File: src/rtl/cnt_share_arbiter.sv
// Round-robin arbiter that time-shares one terminal-count counter among REQ_NUM requesters.
// The winner's length is latched at grant; done/po_flag pulse once when the count reaches it.
module cnt_share_arbiter #(
  parameter int REQ_NUM = 4,
  parameter int CNT_W   = 8,
  parameter int CNT_MAX = 100
) (
  input  logic                     sys_clk,
  input  logic                     sys_rst,
  input  logic [REQ_NUM-1:0]       req,
  input  logic [REQ_NUM*CNT_W-1:0] req_len,
  output logic [REQ_NUM-1:0]       gnt,
  output logic                     busy,
  output logic [CNT_W-1:0]         cnt_out,
  output logic [REQ_NUM-1:0]       done,
  output logic                     po_flag
);

  localparam int PTR_W = $clog2(REQ_NUM);

  typedef enum logic [1:0] {IDLE, RUN, DONE} state_t;

  state_t             state, state_n;
  logic [PTR_W-1:0]   ptr, ptr_n;
  logic [PTR_W-1:0]   owner, owner_n;
  logic [CNT_W-1:0]   len_q, len_n;
  logic [CNT_W-1:0]   cnt_n;
  logic [REQ_NUM-1:0] gnt_n, done_n;
  logic [PTR_W-1:0]   win_idx;
  logic               win_found;
  logic [CNT_W-1:0]   win_len;

  // First requesting index at or after ptr, wrapping; earliest offset wins
  always_comb begin
    int cand;
    win_found = 1'b0;
    win_idx   = '0;
    for (int k = REQ_NUM - 1; k >= 0; k--) begin
      cand = int'(ptr) + k;
      if (cand >= REQ_NUM) cand = cand - REQ_NUM;
      if (req[cand]) begin
        win_found = 1'b1;
        win_idx   = PTR_W'(cand);
      end
    end
    win_len = req_len[win_idx*CNT_W +: CNT_W];
  end

  always_ff @(posedge sys_clk) begin
    if (sys_rst) begin
      state   <= IDLE;
      ptr     <= '0;
      owner   <= '0;
      len_q   <= '0;
      cnt_out <= '0;
      gnt     <= '0;
      done    <= '0;
    end else begin
      state   <= state_n;
      ptr     <= ptr_n;
      owner   <= owner_n;
      len_q   <= len_n;
      cnt_out <= cnt_n;
      gnt     <= gnt_n;
      done    <= done_n;
    end
  end

  always_comb begin
    state_n = state;
    ptr_n   = ptr;
    owner_n = owner;
    len_n   = len_q;
    cnt_n   = cnt_out;
    gnt_n   = gnt;
    done_n  = '0;
    case (state)
      IDLE: begin
        if (win_found) begin
          len_n   = (win_len == '0) ? CNT_W'(CNT_MAX) : win_len;
          gnt_n   = REQ_NUM'(1) << win_idx;
          cnt_n   = '0;
          owner_n = win_idx;
          ptr_n   = (win_idx == PTR_W'(REQ_NUM - 1)) ? '0 : win_idx + 1'b1;
          state_n = RUN;
        end
      end
      RUN: begin
        // Abort beats completion: a dropped request never earns a done pulse
        if (!req[owner]) begin
          gnt_n   = '0;
          cnt_n   = '0;
          state_n = IDLE;
        end else if (cnt_out == len_q) begin
          gnt_n   = '0;
          done_n  = gnt;
          state_n = DONE;
        end else begin
          cnt_n = cnt_out + 1'b1;
        end
      end
      DONE: begin
        cnt_n   = '0;
        state_n = IDLE;
      end
      default: state_n = IDLE;
    endcase
  end

  assign busy    = |gnt;
  assign po_flag = |done;

endmodule

File: config.mk
export PLATFORM = sky130hd
export DESIGN_NAME = cnt_share_arbiter
export DESIGN_NICKNAME = d
export VERILOG_FILES = /design/src/rtl/cnt_share_arbiter.sv
export SDC_FILE = /design/constraint.sdc
export NUM_CORES = 1
export LEC_CHECK = 0
export BUFFER_PORTS_ARGS = -buffer_cell sky130_fd_sc_hd__buf_2
export CAP_MARGIN = 20
export CORE_MARGIN = 4
export CORE_UTILIZATION = 45
export DETAILED_ROUTE_END_ITERATION = 8
export GPL_TIMING_DRIVEN = 0
export PLACE_DENSITY_LB_ADDON = 0.25
export SETUP_SLACK_MARGIN = 0.1
export SYNTH_ARGS = -nofsm -noshare
export SYNTH_HDL_FRONTEND = slang
export SYNTH_SLANG_ARGS = --single-unit
File: constraint.sdc
create_clock -name sys_clk -period 2.62 [get_ports sys_clk]
set_input_delay 0.786 -clock sys_clk [delete_from_list [all_inputs] [get_ports sys_clk]]
set_output_delay 0.786 -clock sys_clk [all_outputs]
set_load 0.01 [all_outputs]
Word level (Yosys, flattened, before mapping)
Index checks and enable logic that the tools add are counted.
Widths: inputs -> output; s select.
- $add $sub $neg: 9
- multiply operators: 0
- div/mod/pow operators: 0
- $lt $le $gt $ge: 9
- eq/ne operators: 7
- shift operators: 2
- muxes and demuxes: 40
- bitwise gates (word level): 3
- reductions and logical operators: 11
- operators with widths (kind ; number):
    $lt 32x4->1 const B ; 4
    $mux 32 ; 4
    $mux 8 ; 4
    $shiftx 32x6->8 ; 1
    $pmux 8 s3 ; 1
    $mux 2 ; 8
    $mux 1 ; 13
    $mux 4 ; 3
    $reduce_or 4->1 ; 3
    $sub 3x3->4 const B ; 3
    $bmux 1 s2 ; 5
    $ge 3x3->1 const B ; 3
    $add 8x1->8 const B ; 1
    $eq 8x8->1 ; 1
    $logic_not 8->1 ; 1
    $pmux 4 s2 ; 1
    $add 2x2->3 const B ; 2
    $ne 3x3->1 const B ; 2
    $reduce_and 3->1 ; 2
    $eq 2x2->1 const B ; 2
    $pmux 2 s2 ; 1
    $reduce_and 2->1 ; 2
    $shl 1x2->4 const A ; 1
    $sub 2x3->4 const B ; 1
    other kinds (10) ; 12
- bits in registers: 30
- bits in latches: 0
- memory bits (writable): 0
- bits in read-only memories: 0
- input port bits: 38
- output and inout port bits: 18
- memories: 0

Depth between registers and ports, before layout
- word-level depth: 13
- depth in mapped cells: 10

Worst setup path before layout
No wires, ideal clock.
- kind: input to register
- from: input port req[2]
- to: register len_q[5]
- setup time: 0.086 ns
- arrival: 2.709 ns
- slack: -0.175 ns
- stages on the path: 9
- path buffers: 2
- path through: nor2b_1 > a221o_1 > and2_1 > buf_6 > buf_8 > a211oi_2 > o22ai_1 > or4_4 > a211oi_1
- cells in the longest elaborated chain, start to end: 10
- RTL lines (element ; line ; RTL):
    start, declared ; 10 ; input logic [REQ_NUM-1:0] req,
    $bmux 1 s2 ; 41 ; if (req[cand]) begin
    $mux 1 (not written as such) (2 in series) ; 41 ;
    $mux 2 (3 in series) ; 41 ;
    $mux 2 * ; 41 ;
    via win_idx[1] ; 29 ; logic [PTR_W-1:0] win_idx;
    $shiftx 32x6->8 * ; 46 ; win_len = req_len[win_idx*CNT_W +: CNT_W];
    $logic_not 8->1 ; 80 ; len_n = (win_len == '0) ? CNT_W'(CNT_MAX) : win_len;
    $mux 8 * ; 80 ;
    end signal, assigned ; 62 ; len_q <= len_n;
    end, declared ; 26 ; logic [CNT_W-1:0] len_q, len_n;
The timed path passes the listed nets; every way through them passes the cells marked *. The select of a mux whose other input is x is not followed.
A chain may end at the register's enable or synchronous reset.

Worst setup path in the final report
- from: input port req[2]
- to: register len_q[2]
The elaborated chain is that of the path after synthesis.

==> summary.txt <==
Status
  – Run status: complete, but fails checks
  – Failing checks: negative setup slack

Global routing
  – Via count of the first global-routing pass: 1462
  – GR Overflow Total: 0
  – Tot GR Track Use: 17.12%
  – Largest net degree at the start of global routing: 12
  – First-pass GRT wire length: 6.768 mm
  – Initial antenna violation count: 0

Placement
  – Placer Congestion: 0.7882
  – DP HPWL: 3.125 mm
  – Port bufs: 54
  – Post-placement cell count: 307

Clock network
  – Clock slew at reported path FFs: 0.06 ns
  – Clk root buf: clkbuf_8
  – Hold_buf cts: 0
  – Skew-Pair Late Insertion Delay: 0.28 ns
  – # clock sinks: 30
  – CTS buffer count: 5
  – Htree depth: 2
  – Bufs on Longest Clock Path: 2
  – CTS tree: built

Die
  – Die W: 69.83 µm
  – Starting Density: 46.64%
  – Rows: 22
  – Die area: 4876 µm²
  – I/O pin count: 56
  – Die height: 69.83 µm
  – Core Footprint: 3689 µm²

Yosys
  – EDFF count, synth: 0
  – Most common flop cell mapped by yosys: dfxtp_1
  – Post-Syn Area: 1720 µm²
  – Synth area leaders: dfxtp_1 (35%), a211oi_1 (7.4%), xor2_1 (7.1%)
  – Mean Syn Cell Area: 8.392 µm²
  – Area share of the largest cell type after synthesis: 34.91%
  – Distinct cells, synth: 35
  – Post-synth top area cell: dfxtp_1
  – Syn Nets: 248
  – Cells after Synth: 205
  – Async S/R FF share, synth: 0%
  – Sequential share of the synthesized area: 34.91%
  – Synthesized flop and latch total: 30
  – Warnings, synthesis: 0

STA
  – Fin worst setup slack: -0.1453 ns
  – Tmin final: 2.765 ns
  – Final Hold Vio Count: 0
  – Slew @ Worst Pin: 0.9319 ns
  – Period utilization: 105.5%
  – Post-route setup TNS: -0.4126 ns
  – Maximum clock rate: 0.3616 GHz
  – RSZ-0062 raised after global routing: yes
  – Relative slew slack: 37.35%
  – Max Slew Vio Count: 0
  – Final setup vio count: 3
  – Clk_skew: 0.003994 ns

Finish
  – Area Overhead vs Synth: 37.09%
  – Commonest non-fill, non-tap cell in the layout: buf_2
  – Nets: 315
  – Layout cells sized above 1: 35.53%
  – Commonest non-fill, non-tap cells in the layout: buf_2 (55), dfxtp_1 (30), nor2_1 (29)
  – Ant. Diodes: 0
  – Non-Filler Instances: 321

Critical path
  – CP dominant cell by count: buf_12
  – Reg2reg path depth: 9
  – CP arrival: 2.97 ns
  – Crit path required time: 2.82 ns
  – Setup crit end kind: flop
  – Critical setup path kind: in2reg
  – Top delay family on crit path: compound AO/OA/AOI/OAI gates
  – RR Endpoint: len_q[2]$_SDFFE_PP0P_
  – Startpoint types: input pin
  – Worst r2r src: ptr[1]$_SDFFE_PP0P_
  – FF-to-FF setup slack: 0.07 ns
  – WP buf/inv: 3
  – Slowest CP cell: or4_4
  – CP peak stage delay: 0.55 ns
  – Crit path max fanout: 6
  – Cell Chain, Critical Path: buf_8 > nor2b_1 > a221o_1 > and2_4 > buf_12 > buf_12 > a211oi_4 > o22ai_2 > or4_4 > a211oi_2

Route
  – Via/cell ratio: 5.315
  – Via count: 1706
  – Initial DRC count: 69
  – Overall routed net length: 4.317 mm
  – Antenna viol nets, final: 0
  – Residual DRC: 0
  – Drt wl/cell: 13.45 µm
  – Initial DRT Pass Iterations: 4

Power
  – Design Power: 1.487 mW
  – Worst IR Drop VDD: 0.2898 mV
  – P_leak: 1.055 nW
  – Power density cells: 630.4 nW/µm²

Hold path
  – Hold Crit Class: reg2reg
  – Hold Path Sink: owner[1]$_SDFFE_PP0P_
  – Hold Path Stages: 2
  – HP Start: owner[1]$_SDFFE_PP0P_

Run
  – Max_cap viols: 0
-- flip-flops by register name, summed over array words and instances, names as in the netlist --
signal,count
cnt_out,8
done,4
gnt,4
len_q,8
owner,2
ptr,2
state,2
-- synthesized netlist by cell type (all sizes together) (5+ instances only) --
cell type	n
xor2	14
a21oi	12
nand2	11
a211oi	20
inv	5
dfxtp	30
and2	5
nor2	29
nor3	8
a21boi	16
clkbuf	9
ha	5
-- cell type report --
cell class	count	area [µm²]
multi-input cells	157	1137
clock inverters	1	5.005
clock buffers	7	86.33
inverters	5	18.77
plain buffers	13	90.09
well taps	48	60.06
repair buffers	60	360.3
fillers	330	1330
flip-flops and latches	30	600.6
-- per-layer routing --
layer / vias up / GRT usage (%) / share of wire, %
met3: 10 / 5.362 / 5.8
met2: 48 / 26.02 / 46
li1: 871 / - / -
met1: 777 / 22.51 / 46
met5: - / 0 / 0
met4: 0 / 6.596 / 2.2
-- worst register-to-register path, stage by stage, from the launching register on --
cell and delay, ns:
dfxtp_1 0.43, nand2_1 0.10, a221o_1 0.38, and2_4 0.20, buf_12 0.14, buf_12 0.13
a211oi_4 0.23, o22ai_2 0.10, or4_4 0.55, a211oi_2 0.22
-- cell families after synthesis --
family,synth area share [%]
AOI/OAI and AO/OA,25.96
xor gates and xnor gates,7.637
adders and majority gates,3.636
buffers and inverters,5.163
DFF,34.91
muxes,1.891
and+or+nand+nor,20.80
-- per-stage QoR --
| stage | instance area, µm² | worst slack, ns | hold WS [ns] | util [%] |
|---|---|---|---|---|
| after global placement | 2066 | -0.5683 | 0.4543 | 56.00 |
| after detailed placement | 2066 | -0.5373 | 0.4716 | 56.00 |
| after CTS | 2197 | -0.1396 | 0.4813 | 59.57 |
| after global routing | 2359 | -0.2410 | 0.5203 | 63.94 |
| after floorplan | 1735 | -0.1209 | 0.4414 | - |
| final | 2359 | -0.1453 | 0.4813 | 63.94 |
-- power breakdown --
part           switching [mW]  total [mW]  leakage, nW  internal (mW)
registers              0.0403       0.542        0.245          0.502
logic                   0.298       0.562        0.761          0.264
clock network           0.171       0.383       0.0482          0.212
-- worst max path at each step --
stage | start | to | slack (ns) | depth (start not counted)
6_report | req[2] | len_q[2]$_SDFFE_PP0P_ | -0.15 | 10
5_1_grt | req[0] | len_q[2]$_SDFFE_PP0P_ | -0.24 | 11
4_1_cts | req[2] | len_q[6]$_SDFFE_PP0P_ | -0.14 | 10
3_5_place_dp | req[0] | len_q[6]$_SDFFE_PP0P_ | -0.54 | 9
3_3_place_gp | req[0] | len_q[5]$_SDFFE_PP0P_ | -0.57 | 9
2_1_floorplan | req[2] | len_q[5]$_SDFFE_PP0P_ | -0.12 | 9
-- what timing repair did --
action / in CTS / in global routing
buffers inserted: 0 / 4
resized for setup: 9 / 21
gates cloned: 0 / 2
endpoints found under the setup margin: 12 / 23
pin swaps: 0 / 3
Power figures use the tool's default switching activity.
